--- src/rtl/gci_std_display_register_bank_pkg.sv ---
// Shared register-map constants and request type for the display register bank.
package gci_std_display_register_bank_pkg;

  localparam logic [3:0] P_REG_ID        = 4'h0;
  localparam logic [3:0] P_REG_CTRL      = 4'h1;
  localparam logic [3:0] P_REG_BGCOLOR   = 4'h2;
  localparam logic [3:0] P_REG_STATUS    = 4'h3;
  localparam logic [3:0] P_REG_SEQ       = 4'h4;
  localparam logic [3:0] P_REG_IRQ_ENA   = 4'h5;
  localparam logic [3:0] P_REG_FRAME_CNT = 4'h6;

  localparam int P_STAT_VSYNC     = 0;
  localparam int P_STAT_UNDERFLOW = 1;

  localparam int P_CTRL_ENA      = 0;
  localparam int P_CTRL_MODE_LSB = 1;
  localparam int P_CTRL_MODE_MSB = 3;

  typedef struct packed {
    logic        rw;
    logic [3:0]  addr;
    logic [31:0] data;
  } ifReq_t;

endpackage

--- src/rtl/gci_std_display_resp_fifo.sv ---
// Small synchronous FIFO; push while full is legal when a pop happens the same cycle.
module gci_std_display_resp_fifo #(
  parameter int P_DEPTH = 2,
  parameter int P_WIDTH = 32
) (
  input  logic               iCLOCK,
  input  logic               inRESET,
  input  logic               iFLUSH,
  input  logic               iPUSH,
  input  logic [P_WIDTH-1:0] iPUSH_DATA,
  input  logic               iPOP,
  output logic               oFULL,
  output logic               oEMPTY,
  output logic [P_WIDTH-1:0] oHEAD
);

  localparam int AW = (P_DEPTH > 1) ? $clog2(P_DEPTH) : 1;
  localparam int CW = $clog2(P_DEPTH + 1);

  logic [P_DEPTH-1:0][P_WIDTH-1:0] mem;
  logic [AW-1:0] wrPtr, rdPtr;
  logic [CW-1:0] count;
  logic          doPush, doPop;

  function automatic logic [AW-1:0] nextPtr(input logic [AW-1:0] p);
    return (p == AW'(P_DEPTH - 1)) ? '0 : p + 1'b1;
  endfunction

  assign oFULL  = (count == CW'(P_DEPTH));
  assign oEMPTY = (count == '0);
  assign oHEAD  = mem[rdPtr];
  assign doPop  = iPOP && !oEMPTY;
  assign doPush = iPUSH && (!oFULL || doPop);

  always_ff @(posedge iCLOCK or negedge inRESET) begin
    if (!inRESET) begin
      mem   <= '0;
      wrPtr <= '0;
      rdPtr <= '0;
      count <= '0;
    end else if (iFLUSH) begin
      mem   <= '0;
      wrPtr <= '0;
      rdPtr <= '0;
      count <= '0;
    end else begin
      if (doPush) begin
        mem[wrPtr] <= iPUSH_DATA;
        wrPtr      <= nextPtr(wrPtr);
      end
      if (doPop) rdPtr <= nextPtr(rdPtr);
      case ({doPush, doPop})
        2'b10:   count <= count + 1'b1;
        2'b01:   count <= count - 1'b1;
        default: count <= count;
      endcase
    end
  end

endmodule

--- src/rtl/gci_std_display_register_bank.sv ---
// Display-controller register file: control/colour regs, sticky events, frame counter,
// IRQ, and a buffered read-response path toward the hub interface.
module gci_std_display_register_bank
  import gci_std_display_register_bank_pkg::*;
#(
  parameter logic [31:0] P_ID       = 32'h4743_4931,
  parameter int          P_RESP_DEP = 2
) (
  input  logic        iCLOCK,
  input  logic        inRESET,
  input  logic        iRESET_SYNC,
  input  logic        iIF_REQ,
  output logic        oIF_REQ_BUSY,
  input  logic        iIF_RW,
  input  logic [3:0]  iIF_ADDR,
  input  logic [31:0] iIF_DATA,
  output logic        oIF_VALID,
  input  logic        iIF_BUSY,
  output logic [31:0] oIF_DATA,
  input  logic        iVSYNC,
  input  logic        iUNDERFLOW,
  input  logic        iSEQ_BUSY,
  output logic        oCTRL_ENA,
  output logic [2:0]  oCTRL_MODE,
  output logic [23:0] oBGCOLOR,
  output logic        oIRQ
);

  logic [3:0]  ctrl;
  logic [23:0] bgColor;
  logic [1:0]  status;
  logic [1:0]  irqEna;
  logic [31:0] frameCnt;
  logic        irq;

  ifReq_t      req;
  logic        fifoFull, fifoEmpty;
  logic        accept, wrEn, rdPush, pop;
  logic [31:0] rdData;
  logic [1:0]  evSet, w1cMask;
  logic        unusedData;

  assign req        = '{rw: iIF_RW, addr: iIF_ADDR, data: iIF_DATA};
  assign unusedData = &{1'b0, req.data[31:24]};

  assign accept = iIF_REQ && !fifoFull;
  assign wrEn   = accept && req.rw;
  assign rdPush = accept && !req.rw;
  assign pop    = !fifoEmpty && !iIF_BUSY;

  // Read mux sees pre-edge state, so event-cycle reads return the old value.
  always_comb begin
    rdData = '0;
    case (req.addr)
      P_REG_ID:        rdData = P_ID;
      P_REG_CTRL:      rdData = 32'(ctrl);
      P_REG_BGCOLOR:   rdData = 32'(bgColor);
      P_REG_STATUS:    rdData = 32'(status);
      P_REG_SEQ:       rdData = 32'(iSEQ_BUSY);
      P_REG_IRQ_ENA:   rdData = 32'(irqEna);
      P_REG_FRAME_CNT: rdData = frameCnt;
      default:         rdData = '0;
    endcase
  end

  always_comb begin
    evSet                   = '0;
    evSet[P_STAT_VSYNC]     = iVSYNC;
    evSet[P_STAT_UNDERFLOW] = iUNDERFLOW;
  end
  assign w1cMask = (wrEn && req.addr == P_REG_STATUS) ? req.data[1:0] : 2'b00;

  always_ff @(posedge iCLOCK or negedge inRESET) begin
    if (!inRESET) begin
      ctrl     <= '0;
      bgColor  <= '0;
      status   <= '0;
      irqEna   <= '0;
      frameCnt <= '0;
      irq      <= 1'b0;
    end else if (iRESET_SYNC) begin
      ctrl     <= '0;
      bgColor  <= '0;
      status   <= '0;
      irqEna   <= '0;
      frameCnt <= '0;
      irq      <= 1'b0;
    end else begin
      if (wrEn && req.addr == P_REG_CTRL)    ctrl    <= req.data[3:0];
      if (wrEn && req.addr == P_REG_BGCOLOR) bgColor <= req.data[23:0];
      if (wrEn && req.addr == P_REG_IRQ_ENA) irqEna  <= req.data[1:0];
      // Set after clear: a new event in the clearing cycle survives.
      status <= (status & ~w1cMask) | evSet;
      if (wrEn && req.addr == P_REG_FRAME_CNT) frameCnt <= '0;
      else if (iVSYNC)                         frameCnt <= frameCnt + 1'b1;
      irq <= |(status & irqEna);
    end
  end

  gci_std_display_resp_fifo #(
    .P_DEPTH (P_RESP_DEP),
    .P_WIDTH (32)
  ) uRespFifo (
    .iCLOCK     (iCLOCK),
    .inRESET    (inRESET),
    .iFLUSH     (iRESET_SYNC),
    .iPUSH      (rdPush),
    .iPUSH_DATA (rdData),
    .iPOP       (pop),
    .oFULL      (fifoFull),
    .oEMPTY     (fifoEmpty),
    .oHEAD      (oIF_DATA)
  );

  assign oIF_REQ_BUSY = fifoFull;
  assign oIF_VALID    = !fifoEmpty;
  assign oCTRL_ENA    = ctrl[P_CTRL_ENA];
  assign oCTRL_MODE   = ctrl[P_CTRL_MODE_MSB:P_CTRL_MODE_LSB];
  assign oBGCOLOR     = bgColor;
  assign oIRQ         = irq;

endmodule

--- config.mk ---
export PLATFORM = sky130hd
export DESIGN_NAME = gci_std_display_register_bank
export DESIGN_NICKNAME = d
export VERILOG_FILES = /design/src/rtl/gci_std_display_register_bank_pkg.sv /design/src/rtl/gci_std_display_resp_fifo.sv /design/src/rtl/gci_std_display_register_bank.sv
export SDC_FILE = /design/constraint.sdc
export NUM_CORES = 1
export LEC_CHECK = 0
export ABC_AREA = 1
export CAP_MARGIN = 20
export CORE_MARGIN = 5
export CORE_UTILIZATION = 45
export DETAILED_ROUTE_END_ITERATION = 16
export HOLD_SLACK_MARGIN = 0.08
export PLACE_DENSITY = 0.75
export RECOVER_POWER = 100
export SETUP_SLACK_MARGIN = 0.2
export SKIP_CTS_REPAIR_TIMING = 1
export SLEW_MARGIN = 20
export SYNTH_ARGS = -nofsm -noshare
export SYNTH_HDL_FRONTEND = slang
export SYNTH_SLANG_ARGS = --single-unit
--- constraint.sdc ---
create_clock -name iCLOCK -period 4.2 [get_ports iCLOCK]
set_input_delay 0.84 -clock iCLOCK [delete_from_list [all_inputs] [get_ports iCLOCK]]
set_output_delay 0.84 -clock iCLOCK [all_outputs]
set_load 0.05 [all_outputs]
==> impl_metrics.py, run 1 <==
metrics = {
    "run_status": {
        "status": "finished, violations left",
        "violations": "capacitance limit, slew limit",
    },
    "placed_design": {
        "dp.final_hpwl_mm": 12.6,
        "port_buffers": 99,
        "place_ws_ns": 1.20,
        "dp.cells": 1139,
        "gp_congestion": 0.931,
        "dpl_cell_area_um2": 7870,
    },
    "run": {
        "cap_violations": 2,
    },
    "timing": {
        "min_period_ns": 3.57,
        "rsz0062_at_grt": "no",
        "setup_viol": 0,
        "worst_pin_slew_ns": 2.21,
        "setup_tns_ns": 0,
        "worst_slew_margin_rel": -0.476,
        "drv_slew": 108,
        "finalCritPeriodShare": 0.849,
        "hold_viol_final": 0,
        "skew_ns": 0.0105,
        "fmax_mhz": 280,
        "finalWorstSetupSlack_ns": 0.632,
    },
    "setup_path": {
        "cp_max_fo": 24,
        "crit_required_ns": 4.47,
        "r2r_slack_ns": 1.30,
        "r2r_cells": 6,
        "worstReg2RegStart": "uRespFifo.count[0]$_DFFE_PN0P_",
        "r2r_end": "uRespFifo.mem[24]$_DFFE_PN0P_",
        "arrival_ns": 3.84,
        "path_class": "input pin to flip-flop",
        "crit_path_end_kind": "flip-flop",
        "crit_path_start_kind": "input pin",
    },
    "finish": {
        "area_growth_pct": 22.0,
        "fin_cells": 1171,
        "fillers": 1367,
        "final_area_um2": 8330,
        "num_antenna_cells": 0,
        "layout_commonest_cell": "nand2_1",
        "drive_gt1_frac": 0.0529,
        "layout_common_cells": "nand2_1 (208), inv_1 (160), dfrtp_1 (133)",
        "finalNetCount": 1016,
    },
    "yosys": {
        "async_flop_share": 1.00,
        "yosysWarnings": 0,
        "synth_area_per_cell_um2": 7.76,
        "syn_area_um2": 6830,
        "synth-edff-count": 0,
        "yosysSeqAreaShare": 0.488,
        "synth.distinct_cells": 34,
        "synth_fp_nets": 926,
        "synthFlopType": "dfrtp_1",
        "synthesis.instances": 880,
        "ys_ff_latch": 133,
    },
    "clock_tree": {
        "cts_max_level": 4,
        "cts_inserted_buffers": 17,
        "clkSlewWorstSetupHoldPaths_ns": 0.06,
        "clk_path_buf_depth": 2,
        "clk_latency_ns": 0.41,
        "cts_tree": "yes",
        "numClockSinks": 133,
        "cts_root_buf": "clkbuf_16",
    },
    "global_routing": {
        "grt_usage": 0.204,
        "antenna_found_initial": 0,
        "grt_max_degree": 91,
        "grt_pass1_vias": 5811,
        "overflow": 0,
        "grt_pass1_wl_mm": 29.2,
    },
    "floorplanning": {
        "ioPinCount": 108,
        "core_um2": 15000,
        "die-area_um2": 17700,
        "die_w_um": 133,
        "fp.dieH_um": 133,
        "rows": 45,
        "start_util": 0.454,
    },
    "hold_path": {
        "holdPathEnd": "uRespFifo.mem[39]$_DFFE_PN0P_",
        "hp-class": "flip-flop to flip-flop",
        "min-delay-start": "uRespFifo.mem[39]$_DFFE_PN0P_",
        "holdPathStages": 2,
    },
    "drt": {
        "wl_mm": 17.9,
        "drt_iter0_drc": 630,
        "ant_nets": 0,
        "wl_per_cell_um": 15.3,
        "via_count": 6117,
        "vias_per_cell": 5.22,
        "drc": 0,
        "first_pass_iters": 6,
    },
    "power": {
        "power_density_nw_per_um2": 363,
        "p_leak_nw": 3.86,
        "ir_drop_mv": 0.378,
    },
}
[sequential cells by signal, indices dropped and copies added, names as in the netlist]
register,cells
frameCnt,32
irqEna,2
oBGCOLOR,24
uRespFifo.mem,64
uRespFifo.count,2
oIRQ,1
uRespFifo.wrPtr,1
uRespFifo.rdPtr,1
status,2
ctrl,4
[logic make-up (layout without fill, tap and decap cells)]
group	Yosys count	count (layout)	synth area share
buffers and inverters	199	302	0.125
AND/OR/NAND/NOR	342	342	0.223
AO/OA/AOI/OAI	204	204	0.162
flip-flops	133	133	0.488
XOR/XNOR	1	1	0.00128
adder cells (fa/ha/maj)	1	1	0.00183
[worst max path at each step]
| stage | from | to | slack, ns | cells past startpoint |
|---|---|---|---|---|
| 3_3_place_gp | iIF_ADDR[3] | frameCnt[9]$_DFFE_PN0P_ | 1.22 | 11 |
| 5_1_grt | inRESET | oBGCOLOR[15]$_DFFE_PN0P_ | 0.45 | 2 |
| 6_report | iIF_ADDR[3] | oBGCOLOR[18]$_DFFE_PN0P_ | 0.63 | 7 |
| 4_1_cts | uRespFifo.rdPtr$_DFFE_PN0P_ | oIF_DATA[29] | 1.00 | 4 |
| 3_5_place_dp | iIF_ADDR[3] | frameCnt[7]$_DFFE_PN0P_ | 1.20 | 9 |
| 2_1_floorplan | uRespFifo.rdPtr$_DFFE_PN0P_ | oIF_DATA[24] | 1.54 | 3 |
[worst max-delay path, stage by stage]
cell and delay [ns]:
dlygate4sd3_1 0.55, nor2_1 0.34, nand2_1 0.60, nor2_1 0.76, nor2_1 0.26, clkinv_2 0.32, o21ai_0 0.15
[cells in the mapped netlist (2+ instances only)]
master | n | area (um2)
nand2_1 | 206 | 773
nand3_1 | 48 | 240
o221ai_1 | 2 | 17.5
a21oi_1 | 32 | 160
inv_2 | 4 | 15.0
buf_6 | 11 | 124
dfrtp_1 | 133 | 3330
nand3b_1 | 2 | 15.0
nor2_4 | 9 | 101
nand2_4 | 3 | 33.8
inv_1 | 159 | 597
o22ai_1 | 37 | 231
nor3_1 | 2 | 10.0
buf_4 | 2 | 15.0
o21ai_0 | 94 | 470
buf_2 | 12 | 60.1
nand4_1 | 9 | 56.3
o21ai_1 | 32 | 160
o21ai_2 | 3 | 26.3
nor2_1 | 57 | 214
clkbuf_1 | 10 | 37.5
[power breakdown]
group          total (mW)  switching (mW)  internal, mW  leakage, nW
registers            1.32          0.0172          1.31         1.84
clock network        1.33           0.570         0.755        0.252
logic               0.375           0.274         0.102         1.76
total                3.02           0.861          2.16         3.86
[layout make-up]
| cell class | instances | area [um2] | share of cell area |
|---|---|---|---|
| clock inverters | 15 | 106 | 0.0128 |
| inverters | 164 | 617 | 0.0741 |
| repair buffers | 106 | 1020 | 0.123 |
| well taps | 188 | 235 | 0.0283 |
| flip-flops and latches | 133 | 3330 | 0.400 |
| clock buffers | 17 | 425 | 0.0511 |
| multi-input cells | 548 | 2590 | 0.311 |
[per-stage QoR]
stage,hold WS [ns],power [mW],util
finish,0.484,3.02,0.554
global route,0.498,3.13,0.554
CTS,0.484,3.06,0.559
detailed placement,0.470,1.74,0.524
global placement,0.464,1.74,0.524
floorplan,0.449,1.60,-
[routing by layer]
metal,global-route usage,share of wire,up-vias
li1,-,-,2993
met1,0.280,0.44,2883
met2,0.326,0.47,217
met3,0.0480,0.069,24
met4,0.0577,0.018,0
met5,0,0,-
(Power assumes the default switching activity.)
==> run 2: changes to the inputs <==
- PLACE_DENSITY: 0.75 -> 0.77
- clock period: 4.2 -> 3.2 ns (I/O delays scaled with it)
==> run 2 against run 1 <==
  * The flow still finishes with violations (capacitance limit, slew limit)
  * Clock power rose by 50%
  * Clock skew down 0.0035 ns
  * Sequential share of layout area hardly changed
  * Worst hold slack improved by 0.00084 ns
  * Register-to-register slack worse by 0.34 ns
  * Critical endpoint is now oIF_DATA[4]
==> impl_metrics.py, run 2 (synthesis results as in run 1) <==
metrics = {
    "run_status": {
        "status": "finished, violations left",
        "violations": "capacitance limit, slew limit",
    },
    "setup_path": {
        "crit_path_start_kind": "flip-flop",
        "r2r_cells": 7,
        "r2r_slack_ns": 0.96,
        "worstReg2RegStart": "uRespFifo.count[0]$_DFFE_PN0P_",
        "crit_required_ns": 2.56,
        "r2r_end": "oBGCOLOR[11]$_DFFE_PN0P_",
        "cp_max_fo": 25,
        "arrival_ns": 2.19,
        "crit_path_end_kind": "primary output",
        "path_class": "flip-flop to primary output",
    },
    "floorplanning": {
        "rows": 45,
        "die-area_um2": 17700,
        "core_um2": 15000,
        "fp.dieH_um": 133,
        "start_util": 0.454,
        "ioPinCount": 108,
        "die_w_um": 133,
    },
    "clock_tree": {
        "clk_latency_ns": 0.42,
        "clkSlewWorstSetupHoldPaths_ns": 0.06,
        "cts_tree": "yes",
        "numClockSinks": 133,
        "cts_root_buf": "clkbuf_16",
        "cts_max_level": 4,
        "cts_inserted_buffers": 17,
        "clk_path_buf_depth": 2,
    },
    "finish": {
        "fillers": 1344,
        "largest_reg_flops": 64,
        "largest-register": "uRespFifo.mem",
        "regArea_um2": 3330,
        "layout_common_cells": "nand2_1 (207), inv_1 (160), dfrtp_1 (133)",
        "drive_gt1_frac": 0.0760,
        "finalNetCount": 1020,
        "area_growth_pct": 22.0,
        "multi_input_area_um2": 2590,
        "layout_commonest_cell": "nand2_1",
    },
    "hold_path": {
        "min-delay-start": "uRespFifo.mem[56]$_DFFE_PN0P_",
        "holdPathEnd": "uRespFifo.mem[56]$_DFFE_PN0P_",
        "hp-class": "flip-flop to flip-flop",
        "holdPathStages": 2,
    },
    "timing": {
        "hold_slack_ns": 0.485,
        "setup_tns_ns": 0,
        "hold_viol_final": 0,
        "fmax_mhz": 353,
        "min_period_ns": 2.83,
        "worst_slew_margin_rel": -0.248,
        "rsz0062_at_grt": "no",
        "setup_viol": 0,
        "skew_ns": 0.00706,
        "drv_slew": 32,
        "finalCritPeriodShare": 0.885,
        "worst_pin_slew_ns": 1.87,
    },
    "drt": {
        "via_count": 6231,
        "vias_per_cell": 5.30,
        "drc": 0,
        "wl_mm": 18.4,
        "drt_iter0_drc": 710,
        "first_pass_iters": 8,
        "ant_nets": 0,
        "wl_per_cell_um": 15.7,
    },
    "power": {
        "p_leak_nw": 3.83,
        "power_density_nw_per_um2": 509,
        "ir_drop_mv": 0.384,
    },
    "global_routing": {
        "grt_usage": 0.213,
        "grt_pass1_vias": 5973,
        "antenna_found_initial": 1,
        "grt_max_degree": 51,
        "overflow": 0,
        "grt_pass1_wl_mm": 30.5,
    },
    "run": {
        "cap_violations": 1,
    },
    "placed_design": {
        "dp.final_hpwl_mm": 13.2,
        "port_buffers": 99,
        "gp_congestion": 0.930,
    },
}
-- run 2: critical path: stages (launching register included) --
cell      delay [ns]
dfrtp_1         0.85
buf_4           0.30
nand2_1         0.06
o21ai_0         0.07
clkbuf_1        0.49
-- run 2: routing by layer --
| layer | track usage | vias to the layer above | routed length [um] |
|---|---|---|---|
| li1 | - | 2991 | - |
| met1 | 0.289 | 2969 | 7930 |
| met2 | 0.350 | 240 | 8840 |
| met3 | 0.0374 | 31 | 1260 |
| met4 | 0.0691 | 0 | 388 |
| met5 | 0 | - | 0 |
-- run 2: final cells by class --
class,instances,area share
flip-flops and latches,133,0.400
multi-input cells,548,0.311
well taps,188,0.0282
clock inverters,14,0.0207
inverters,164,0.0740
diodes,1,0.000300
clock buffers,18,0.0527
repair buffers,110,0.114
-- run 2: worst max path at each step --
stage                                      startpoint  depth (start not counted)                  endpoint
after floorplan           uRespFifo.rdPtr$_DFFE_PN0P_                          3              oIF_DATA[24]
after global placement                    iIF_ADDR[1]                          8  oBGCOLOR[11]$_DFFE_PN0P_
after detailed placement                  iIF_ADDR[3]                         10  frameCnt[14]$_DFFE_PN0P_
after CTS                 uRespFifo.rdPtr$_DFFE_PN0P_                          4              oIF_DATA[16]
after global routing      uRespFifo.rdPtr$_DFFE_PN0P_                          4               oIF_DATA[5]
final                     uRespFifo.rdPtr$_DFFE_PN0P_                          4               oIF_DATA[4]
-- run 2: where the power goes --
group | internal (mW) | switching (mW)
Sequential | 1.71 | 0.0460
Combinational | 0.139 | 0.340
Clock | 1.25 | 0.748
-- run 2: stage by stage --
| step | area, um2 | utilization | setup WS (ns) | power (mW) | std cells |
|---|---|---|---|---|---|
| finish | 8330 | 0.554 | 0.367 | 4.24 | 1176 |
| global route | 8330 | 0.554 | 0.200 | 4.40 | 1176 |
| CTS | 8580 | 0.571 | 0.561 | 4.30 | 1175 |
| detailed placement | 7970 | 0.530 | 0.588 | 2.30 | 1143 |
| global placement | 7970 | 0.530 | 0.632 | 2.29 | 1143 |
| floorplan | 6830 | - | 0.745 | 2.10 | 880 |
